### src/rtl/ffo_req_serializer_if.sv
// Request/grant bundle between the request collector, the serializer and the
// per-channel service logic.
interface ffo_req_serializer_if #(
    parameter int WIDTH = 4
);
    localparam int IDXW = $clog2(WIDTH);

    logic             in_valid;
    logic             in_ready;
    logic [WIDTH-1:0] in_vec;
    logic             out_valid;
    logic             out_ready;
    logic [WIDTH-1:0] out_onehot;
    logic [IDXW-1:0]  out_idx;
    logic             out_last;
    logic             busy;

    modport master (
        output in_valid, in_vec, out_ready,
        input  in_ready, out_valid, out_onehot, out_idx, out_last, busy
    );

    modport slave (
        input  in_valid, in_vec, out_ready,
        output in_ready, out_valid, out_onehot, out_idx, out_last, busy
    );
endinterface

### src/rtl/ffo_req_serializer.sv
// Serializes a request vector into one grant per set bit, lowest index first,
// presenting each grant as a one-hot vector plus its binary index.
module ffo_req_serializer #(
    parameter int WIDTH = 4
) (
    input  logic                  clk,
    input  logic                  rst,
    ffo_req_serializer_if.slave   bus
);
    localparam int IDXW = $clog2(WIDTH);

    typedef enum logic {
        IDLE,
        EMIT
    } state_e;

    state_e           state_q;
    logic [WIDTH-1:0] pending_q;
    logic [WIDTH-1:0] pending_d;
    logic [WIDTH-1:0] lowbit;
    logic [IDXW-1:0]  idx;
    logic             emit;
    logic             last;
    logic             in_ready;
    logic             load;

    always_comb begin
        lowbit    = pending_q & (~pending_q + WIDTH'(1));
        pending_d = pending_q & ~lowbit;
        last      = (pending_d == '0);
        idx       = '0;
        for (int unsigned i = 0; i < WIDTH; i++) begin
            if (lowbit[i]) idx = IDXW'(i);
        end
        // Outputs are forced quiet while rst is high, before the reset edge lands.
        emit     = !rst && (state_q == EMIT);
        in_ready = !rst && ((state_q == IDLE) || (emit && last && bus.out_ready));
        load     = bus.in_valid && in_ready && (bus.in_vec != '0);
    end

    assign bus.in_ready   = in_ready;
    assign bus.out_valid  = emit;
    assign bus.busy       = emit;
    assign bus.out_onehot = emit ? lowbit : '0;
    assign bus.out_idx    = emit ? idx : '0;
    assign bus.out_last   = emit && last;

    always_ff @(posedge clk) begin
        if (rst) begin
            state_q   <= IDLE;
            pending_q <= '0;
        end else begin
            case (state_q)
                IDLE: begin
                    if (load) begin
                        pending_q <= bus.in_vec;
                        state_q   <= EMIT;
                    end
                end
                EMIT: begin
                    if (bus.out_ready) begin
                        if (!last) begin
                            pending_q <= pending_d;
                        end else if (load) begin
                            pending_q <= bus.in_vec;
                        end else begin
                            pending_q <= '0;
                            state_q   <= IDLE;
                        end
                    end
                end
                default: begin
                    pending_q <= '0;
                    state_q   <= IDLE;
                end
            endcase
        end
    end
endmodule

### src/flat_wrapper.sv
// flat-port wrapper written by rule: the top's interface ports become plain ports
module ffo_req_serializer_flat 
#(
    parameter int WIDTH = 4
)
  (clk, rst, bus_in_valid, bus_in_vec, bus_out_ready, bus_in_ready, bus_out_valid, bus_out_onehot, bus_out_idx, bus_out_last, bus_busy);
  ffo_req_serializer_if #(.WIDTH(WIDTH)) bus_i ();
  input  logic clk;
  input  logic rst;
  input wire logic [$bits(bus_i.in_valid)-1:0] bus_in_valid;
  input wire logic [$bits(bus_i.in_vec)-1:0] bus_in_vec;
  input wire logic [$bits(bus_i.out_ready)-1:0] bus_out_ready;
  output wire logic [$bits(bus_i.in_ready)-1:0] bus_in_ready;
  output wire logic [$bits(bus_i.out_valid)-1:0] bus_out_valid;
  output wire logic [$bits(bus_i.out_onehot)-1:0] bus_out_onehot;
  output wire logic [$bits(bus_i.out_idx)-1:0] bus_out_idx;
  output wire logic [$bits(bus_i.out_last)-1:0] bus_out_last;
  output wire logic [$bits(bus_i.busy)-1:0] bus_busy;
  assign bus_i.in_valid = bus_in_valid;
  assign bus_i.in_vec = bus_in_vec;
  assign bus_i.out_ready = bus_out_ready;
  assign bus_in_ready = bus_i.in_ready;
  assign bus_out_valid = bus_i.out_valid;
  assign bus_out_onehot = bus_i.out_onehot;
  assign bus_out_idx = bus_i.out_idx;
  assign bus_out_last = bus_i.out_last;
  assign bus_busy = bus_i.busy;
  ffo_req_serializer #(.WIDTH(WIDTH)) u_core (.clk(clk), .rst(rst), .bus(bus_i));
endmodule
### config.mk
export PLATFORM = sky130hd
export DESIGN_NAME = ffo_req_serializer_flat
export DESIGN_NICKNAME = d
export VERILOG_FILES = /design/src/rtl/ffo_req_serializer_if.sv /design/src/rtl/ffo_req_serializer.sv /design/src/flat_wrapper.sv
export SDC_FILE = /design/constraint.sdc
export NUM_CORES = 1
export LEC_CHECK = 0
export CAP_MARGIN = 20
export CORE_AREA = 2 2 39 41
export CTS_CLUSTER_SIZE = 24
export DETAILED_ROUTE_END_ITERATION = 8
export DIE_AREA = 0 0 41 43
export GPL_TIMING_DRIVEN = 0
export HOLD_SLACK_MARGIN = 0.02
export PLACE_DENSITY = 0.67
export SYNTH_ARGS = -nofsm -noshare
export SYNTH_HDL_FRONTEND = slang
export SYNTH_SLANG_ARGS = --single-unit
### constraint.sdc
create_clock -name clk -period 1.52 [get_ports clk]
set_input_delay 0.304 -clock clk [delete_from_list [all_inputs] [get_ports clk]]
set_output_delay 0.304 -clock clk [all_outputs]
set_load 0.02 [all_outputs]
==> flow_metrics.py, run 1 <==
metrics = {
    "yosys": {
        "netlist_top_cells_area": "sky130_fd_sc_hd__dfxtp_1 (20%), sky130_fd_sc_hd__o41ai_4 (5.5%), sky130_fd_sc_hd__inv_1 (5.3%), sky130_fd_sc_hd__nor2_1 (4.5%), sky130_fd_sc_hd__a211oi_4 (4.0%)",
        "synth_top_family_by_area": "compound AO/OA/AOI/OAI gates",
        "postSynthRegisterBits": 5,
        "yosys_warnings": 0,
        "synthDominantAreaCellType": "sky130_fd_sc_hd__dfxtp_1",
        "synth-seq-area-share": 0.201,
        "muxShareOfSynthArea": 0,
        "postSynthNetCount": 69,
        "yosysUniqueCellTypes": 34,
        "compound_cell_area_share_of_the_yosys_netlist": 0.521,
        "synthesis.area_um2": 499,
        "synth_fa_ha_area_frac": 0,
        "synth_area_in_xor_xnor": 0,
        "post_synth_and_or_nand_nor_area_fraction": 0.160,
        "syn-instance-count": 61,
        "synthDominantCellAreaShare": 0.201,
        "syn_area_per_cell_um2": 8.18,
    },
    "floorplanning": {
        "rows": 14,
        "initial_core_util": 0.361,
        "die_height_um": 43,
        "design.die.area_um2": 1760,
        "die_w_um": 41,
        "fp.coreArea_um2": 1380,
        "boundaryPins": 18,
    },
    "worst_setup_path": {
        "path_class": "reg2out",
        "critical_path_arrival_ns": 1.39,
        "worstSetupEndpointType": "output port",
        "critical_path.reg2reg.startpoint": "u_core.pending_q[1]",
        "critical_path.reg2reg.endpoint": "u_core.pending_q[2]",
        "cp.required_ns": 1.22,
        "path_max_fanout": 7,
        "critPathLaunchType": "register",
        "reg2reg_depth": 4,
        "reg2reg_setup_slack_ns": 0.07,
    },
    "timing": {
        "actual_transition_at_the_worst_max_transition_pin_ns": 0.448,
        "timing.setup.tns_ns": -0.633,
        "worst_clock_skew_ns": 0.00401,
        "minimum_period_implied_by_the_final_worst_setup_slack_ns": 1.69,
        "post-route-worst-setup-slack_ns": -0.173,
        "final-hold-violation-count": 0,
        "rsz0062_at_grt": "yes",
        "fmax_ghz": 0.591,
        "timing.final.max_slew_violations": 0,
        "worst_slew_margin_relative_to_its_limit": 0.701,
        "setup_viol": 6,
        "period_share": 1.11,
    },
    "status": {
        "violations": "negative setup slack",
        "status": "finished, violations left",
    },
    "detailed_routing": {
        "wire_per_inst_um": 14.0,
        "count_of_vias_placed_by_the_detailed_router": 587,
        "ant_nets": 0,
        "residual_drc_count": 0,
        "drt_first_pass_iters": 4,
        "routed_wirelength_mm": 1.43,
        "post_drt_via_cell_ratio": 5.75,
        "drtIter0Drc": 18,
    },
    "clock_tree": {
        "holdBufCountCts": 0,
        "clockBufferDepth": 2,
        "worst_skew_pair.late_latency_ns": 0.25,
        "worst_setup_hold_path_clk_slew_ns": 0.05,
        "tritoncts": "yes",
        "ctsHtreeMaxLevel": 1,
        "tritoncts.num_buffers": 3,
        "clk_root_buffer_cell": "sky130_fd_sc_hd__clkbuf_4",
        "clock_sink_count": 5,
    },
    "pwr": {
        "p_sw_uw": 222,
        "vdd_drop_max_v": 0.000439,
        "power_per_cell_area_nw_per_um2": 702,
        "share_seq_of_total_power": 0.303,
        "power_report.internal_total_uw": 366,
        "power.share.switching": 0.377,
        "power_leakage_nw": 0.375,
        "clockPowerShare": 0.276,
        "share_comb_of_total_power": 0.421,
    },
    "placed_design": {
        "dpl_worst_slack_ns": -0.554,
        "placed_area_um2": 721,
        "portBuffers": 16,
        "routabilityCongestion": 0.876,
        "dp.final_hpwl_um": 963,
    },
    "grt": {
        "first_global_vias": 515,
        "grt_pass1_wl_mm": 2.24,
        "number_of_antenna_violations_at_the_first_check_in_global_routing": 0,
        "grt_max_degree": 11,
        "grtUsageTotal": 0.182,
        "grt_overflow_total": 0,
    },
    "final_layout": {
        "antenna_cells_inserted": 0,
        "post_route_cells_drive_above_1_share": 0.547,
        "finalInstanceArea_um2": 837,
        "design.final.nets": 95,
        "flow.area_growth_from_synthesis_pct": 67.7,
    },
    "flow_run": {
        "maxcap_violations": 0,
    },
    "hold_path": {
        "min-delay-start": "rst",
        "timing.hold.worst_path_depth": 2,
        "worstHoldEndpoint": "u_core.pending_q[2]",
        "min-delay-path-class": "in2reg",
    },
}
cell type report:
type                       count  area (um^2)
fill                         132          547
multi-input combinational     43          425
timing repair buffer          23          204
sequential                     5          108
buffer                         4         27.5
clock buffer                   4         26.3
inverter                       7         26.3
tap                           16         20.0
worst max-delay path: stages, from the launching register on:
cell and delay [ns]:
sky130_fd_sc_hd__dfxtp_1 0.30, sky130_fd_sc_hd__buf_6 0.13, sky130_fd_sc_hd__a211oi_4 0.32, sky130_fd_sc_hd__o21ai_2 0.12
sky130_fd_sc_hd__a21oi_2 0.12, sky130_fd_sc_hd__buf_4 0.15
how the worst max path moves through the flow:
| stage | startpoint | to | slack (ns) | depth (start not counted) |
|---|---|---|---|---|
| floorplan | rst | bus_out_idx[0] | -0.001 | 4 |
| detailed placement | bus_out_ready | bus_in_ready | -0.55 | 4 |
| global route | u_core.pending_q[0] | bus_in_ready | -0.22 | 5 |
| global placement | bus_out_ready | bus_in_ready | -0.57 | 4 |
| CTS | u_core.pending_q[0] | bus_in_ready | -0.15 | 5 |
| finish | u_core.pending_q[0] | bus_in_ready | -0.17 | 5 |
timing repair:
item / 4_1_cts / 5_1_grt
setup endpoints to repair: 15 / 11
gates resized for setup: 55 / 12
pin swaps: 3 / 8
hold endpoints to repair: 0 / 0
buffers inserted: 4 / 3
kinds of logic (layout without fill, tap and decap cells):
| kind of cell | Yosys count | count (layout) |
|---|---|---|
| AOI/OAI and AO/OA | 27 | 27 |
| and+or+nand+nor | 16 | 16 |
| buffers and inverters | 13 | 38 |
| DFF | 5 | 5 |
cells in the final DEF (no fill, tap or decap), types with 2 or more instances in the layout:
cell type	n
sky130_fd_sc_hd__nand2_1	2
sky130_fd_sc_hd__o211a_1	2
sky130_fd_sc_hd__buf_6	4
sky130_fd_sc_hd__buf_4	11
sky130_fd_sc_hd__inv_1	6
sky130_fd_sc_hd__dfxtp_2	3
sky130_fd_sc_hd__a21oi_1	2
sky130_fd_sc_hd__o31ai_1	2
sky130_fd_sc_hd__buf_2	2
sky130_fd_sc_hd__nor2_4	2
sky130_fd_sc_hd__nor2_2	2
sky130_fd_sc_hd__a211oi_4	2
sky130_fd_sc_hd__o2111ai_1	2
sky130_fd_sc_hd__clkdlybuf4s50_1	3
sky130_fd_sc_hd__o21a_1	2
sky130_fd_sc_hd__nor2_1	2
sky130_fd_sc_hd__clkbuf_1	2
sky130_fd_sc_hd__dlymetal6s2s_1	2
sky130_fd_sc_hd__clkbuf_4	3
per-layer routing:
layer,vias to the layer above,part of all wire,routed length [um],GRT usage
li1,282,-,-,-
met3,4,0.060,85,0.0157
met2,29,0.49,699,0.278
met1,272,0.44,625,0.244
met4,0,0.011,16,0.0933
met5,-,0,0,0
sequential cells by signal, indices dropped and copies added (netlist names):
signal            cells
u_core.state_q        1
u_core.pending_q      4
power by group through the flow:
stage	sequential [mW]	clock, mW	combinational, mW
final	0.178	0.162	0.247
after global placement	0.159	0	0.211
after detailed placement	0.160	0	0.212
after CTS	0.178	0.165	0.219
after floorplan	0.157	0	0.148
after global routing	0.181	0.172	0.266
cell usage after synthesis (all sizes together):
cell type	n
a21bo	1
o21ai	1
nor3b	1
nor3	3
o311ai	1
clkbuf	3
nand2b	1
o41ai	3
dfxtp	5
nor2b	1
buf	3
o211a	2
a211oi	3
nor2	6
o31a	2
o21a	2
o2111ai	2
nand2	3
and2	1
o21ba	1
a41o	1
o22ai	1
inv	7
a2111oi	1
o31ai	2
o221ai	1
a21oi	3
through the flow:
stage / hold WS (ns) / util / instances / power [mW]
finish: 0.386 / 0.605 / 102 / 0.588
global route: 0.407 / 0.605 / 102 / 0.619
CTS: 0.375 / 0.568 / 99 / 0.561
detailed placement: 0.650 / 0.521 / 93 / 0.372
global placement: 0.641 / 0.521 / 93 / 0.370
floorplan: 0.445 / - / 61 / 0.305
Power figures use the tool's default switching activity.
==> run 2, diff against run 1 <==
--- a/config.mk
+++ b/config.mk
@@ -13,6 +13,7 @@
 export GPL_TIMING_DRIVEN = 0
 export HOLD_SLACK_MARGIN = 0.02
 export PLACE_DENSITY = 0.67
+export REMOVE_ABC_BUFFERS = 1
 export SYNTH_ARGS = -nofsm -noshare
 export SYNTH_HDL_FRONTEND = slang
 export SYNTH_SLANG_ARGS = --single-unit
==> flow_metrics.py, run 2 (synthesis gave the netlist of run 1 again) <==
metrics = {
    "detailed_routing": {
        "wl_met2_um": 831,
        "ant_nets": 0,
        "post_drt_via_cell_ratio": 5.84,
        "route.top_layer_used": "met4",
        "drt_first_pass_iters": 4,
        "count_of_vias_placed_by_the_detailed_router": 602,
        "wire_per_inst_um": 15.9,
        "wirelength_met1_um": 662,
        "residual_drc_count": 0,
        "drtIter0Drc": 8,
        "routed_wirelength_mm": 1.63,
        "met3_wl_um": 98,
    },
    "final_layout": {
        "fillerInstances": 147,
        "most-common-layout-cells": "sky130_fd_sc_hd__buf_4 (15), sky130_fd_sc_hd__inv_1 (6), sky130_fd_sc_hd__nor2_1 (4), sky130_fd_sc_hd__dlygate4sd2_1 (4), sky130_fd_sc_hd__dfxtp_4 (4)",
        "flow.area_growth_from_synthesis_pct": 63.9,
        "final-seq-area_um2": 116,
        "postLayoutCoreUtil": 0.591,
        "post_route_cells_drive_above_1_share": 0.540,
        "registers_with_the_highest_flip_flop_counts": "u_core.pending_q x4, u_core.state_q x1",
        "antenna_cells_inserted": 0,
        "design.final.nets": 96,
        "mostFrequentLayoutCell": "sky130_fd_sc_hd__buf_4",
        "largest_register_ff_count": 4,
        "final-instance-count-excl-fill": 103,
        "multiInputGateArea_um2": 393,
        "largest_register": "u_core.pending_q",
    },
    "grt": {
        "number_of_antenna_violations_at_the_first_check_in_global_routing": 0,
        "grtUsageTotal": 0.202,
        "first_global_vias": 538,
        "grt_pass1_wl_mm": 2.39,
        "grt_max_degree": 15,
        "grt_overflow_total": 0,
    },
    "clock_tree": {
        "tritoncts.num_buffers": 3,
        "worst_setup_hold_path_clk_slew_ns": 0.04,
        "clk_root_buffer_cell": "sky130_fd_sc_hd__clkbuf_4",
        "worst_skew_pair.late_latency_ns": 0.25,
        "ctsHtreeMaxLevel": 1,
        "clock_sink_count": 5,
        "clockBufferDepth": 2,
        "holdBufCountCts": 0,
        "tritoncts": "yes",
    },
    "floorplanning": {
        "initial_core_util": 0.361,
        "die_w_um": 41,
        "boundaryPins": 18,
        "fp.coreArea_um2": 1380,
        "rows": 14,
        "design.die.area_um2": 1760,
        "die_height_um": 43,
    },
    "timing": {
        "rsz0062_at_grt": "yes",
        "final-hold-violation-count": 0,
        "fmax_ghz": 0.588,
        "setup_viol": 5,
        "worst_slew_margin_relative_to_its_limit": 0.710,
        "period_share": 1.12,
        "post-route-worst-setup-slack_ns": -0.181,
        "actual_transition_at_the_worst_max_transition_pin_ns": 0.432,
        "timing.final.max_slew_violations": 0,
        "timing.setup.tns_ns": -0.390,
        "holdWs_ns": 0.366,
        "minimum_period_implied_by_the_final_worst_setup_slack_ns": 1.70,
        "worst_clock_skew_ns": 0.00261,
    },
    "status": {
        "violations": "negative setup slack",
        "status": "finished, violations left",
    },
    "pwr": {
        "power_leakage_nw": 0.369,
        "power_per_cell_area_nw_per_um2": 725,
        "vdd_drop_max_v": 0.000335,
    },
    "worst_setup_path": {
        "timing.critical_path.cells": "a211oi_2 -> o21ai_1 -> a21oi_1 -> buf_4",
        "crit_path_max_incr_delay_ns": 0.37,
        "worstSetupEndpointType": "output port",
        "critPathLaunchType": "register",
        "path_max_fanout": 7,
        "critical_path.reg2reg.startpoint": "u_core.pending_q[3]",
        "critical_path.reg2reg.endpoint": "u_core.pending_q[2]",
        "reg2reg_setup_slack_ns": -0.07,
        "cp.required_ns": 1.22,
        "reg2reg_depth": 6,
        "path_class": "reg2out",
        "critical_path_arrival_ns": 1.40,
        "worst_path_max_delay_cell": "sky130_fd_sc_hd__dfxtp_2",
    },
    "placed_design": {
        "dp.final_hpwl_um": 908,
        "routabilityCongestion": 0.758,
        "dp_cells": 88,
        "portBuffers": 17,
        "dpl_worst_slack_ns": -1.04,
    },
    "hold_path": {
        "min-delay-path-class": "in2reg",
        "worstHoldEndpoint": "u_core.pending_q[2]",
        "min-delay-start": "rst",
        "timing.hold.worst_path_depth": 2,
    },
    "flow_run": {
        "maxcap_violations": 0,
    },
}
==> run 2: cell types whose count changed in the layout (fill, tap and decap cells not counted), sizes merged <==
cell	before	now
buf	17	19
clkdlybuf4s50	3	2
dlygate4sd2	1	4
clkdlybuf4s15	2	1
clkbuf	6	4
==> run 2: how the worst max path moves through the flow <==
| stage | from | to | slack, ns | cells past startpoint |
|---|---|---|---|---|
| after detailed placement | rst | bus_out_onehot[3] | -1.04 | 6 |
| after floorplan | u_core.state_q | bus_out_onehot[3] | -0.46 | 4 |
| after global routing | u_core.pending_q[2] | bus_in_ready | -0.28 | 4 |
| after CTS | u_core.pending_q[3] | bus_in_ready | -0.12 | 5 |
| after global placement | rst | bus_out_onehot[3] | -1.03 | 6 |
| final | u_core.pending_q[2] | bus_in_ready | -0.18 | 4 |
==> run 2: what timing repair did <==
action	CTS	global route
resized for setup	60	14
pin swaps	5	5
endpoints found under the setup margin	15	9
buffers inserted	8	3
hold endpoints to repair	0	0
==> run 2: metrics by stage <==
stage / power, mW / instance area, um^2
finish: 0.594 / 818
global route: 0.629 / 818
CTS: 0.552 / 759
detailed placement: 0.349 / 657
global placement: 0.345 / 657
floorplan: 0.277 / 467
==> run 2: per-layer routing <==
metal  track usage  up-vias
met5             0        -
met4         0.140        0
met3        0.0314        5
met2         0.294       31
met1         0.257      281
li1              -      285
==> run 2: worst max-delay path, delay by kind of cell, from the launching register on <==
kind,cells,cell delay (ns)
AOI/OAI and AO/OA,3,0.62
DFF,1,0.37
buffers and inverters,1,0.16
==> run 2: cell type report <==
| cell class | instances | share of cell area |
|---|---|---|
| inverters | 7 | 0.0321 |
| repair buffers | 28 | 0.289 |
| multi-input cells | 43 | 0.480 |
| flip-flops and latches | 5 | 0.142 |
| clock buffers | 4 | 0.0321 |
| well taps | 16 | 0.0245 |
==> run 2: power breakdown <==
part	internal, mW	switching (mW)	leakage (nW)	total, mW
sequential	0.145	0.0306	0.0443	0.175
combinational	0.129	0.129	0.310	0.258
clock	0.0996	0.0606	0.0150	0.160
==> run 3, diff against run 2 <==
--- a/config.mk
+++ b/config.mk
@@ -14,6 +14,7 @@
 export HOLD_SLACK_MARGIN = 0.02
 export PLACE_DENSITY = 0.67
 export REMOVE_ABC_BUFFERS = 1
+export SLEW_MARGIN = 10
 export SYNTH_ARGS = -nofsm -noshare
 export SYNTH_HDL_FRONTEND = slang
 export SYNTH_SLANG_ARGS = --single-unit
==> results of run 3 <==
No change in the layout: final DEF, timing and power equal those of run 2.
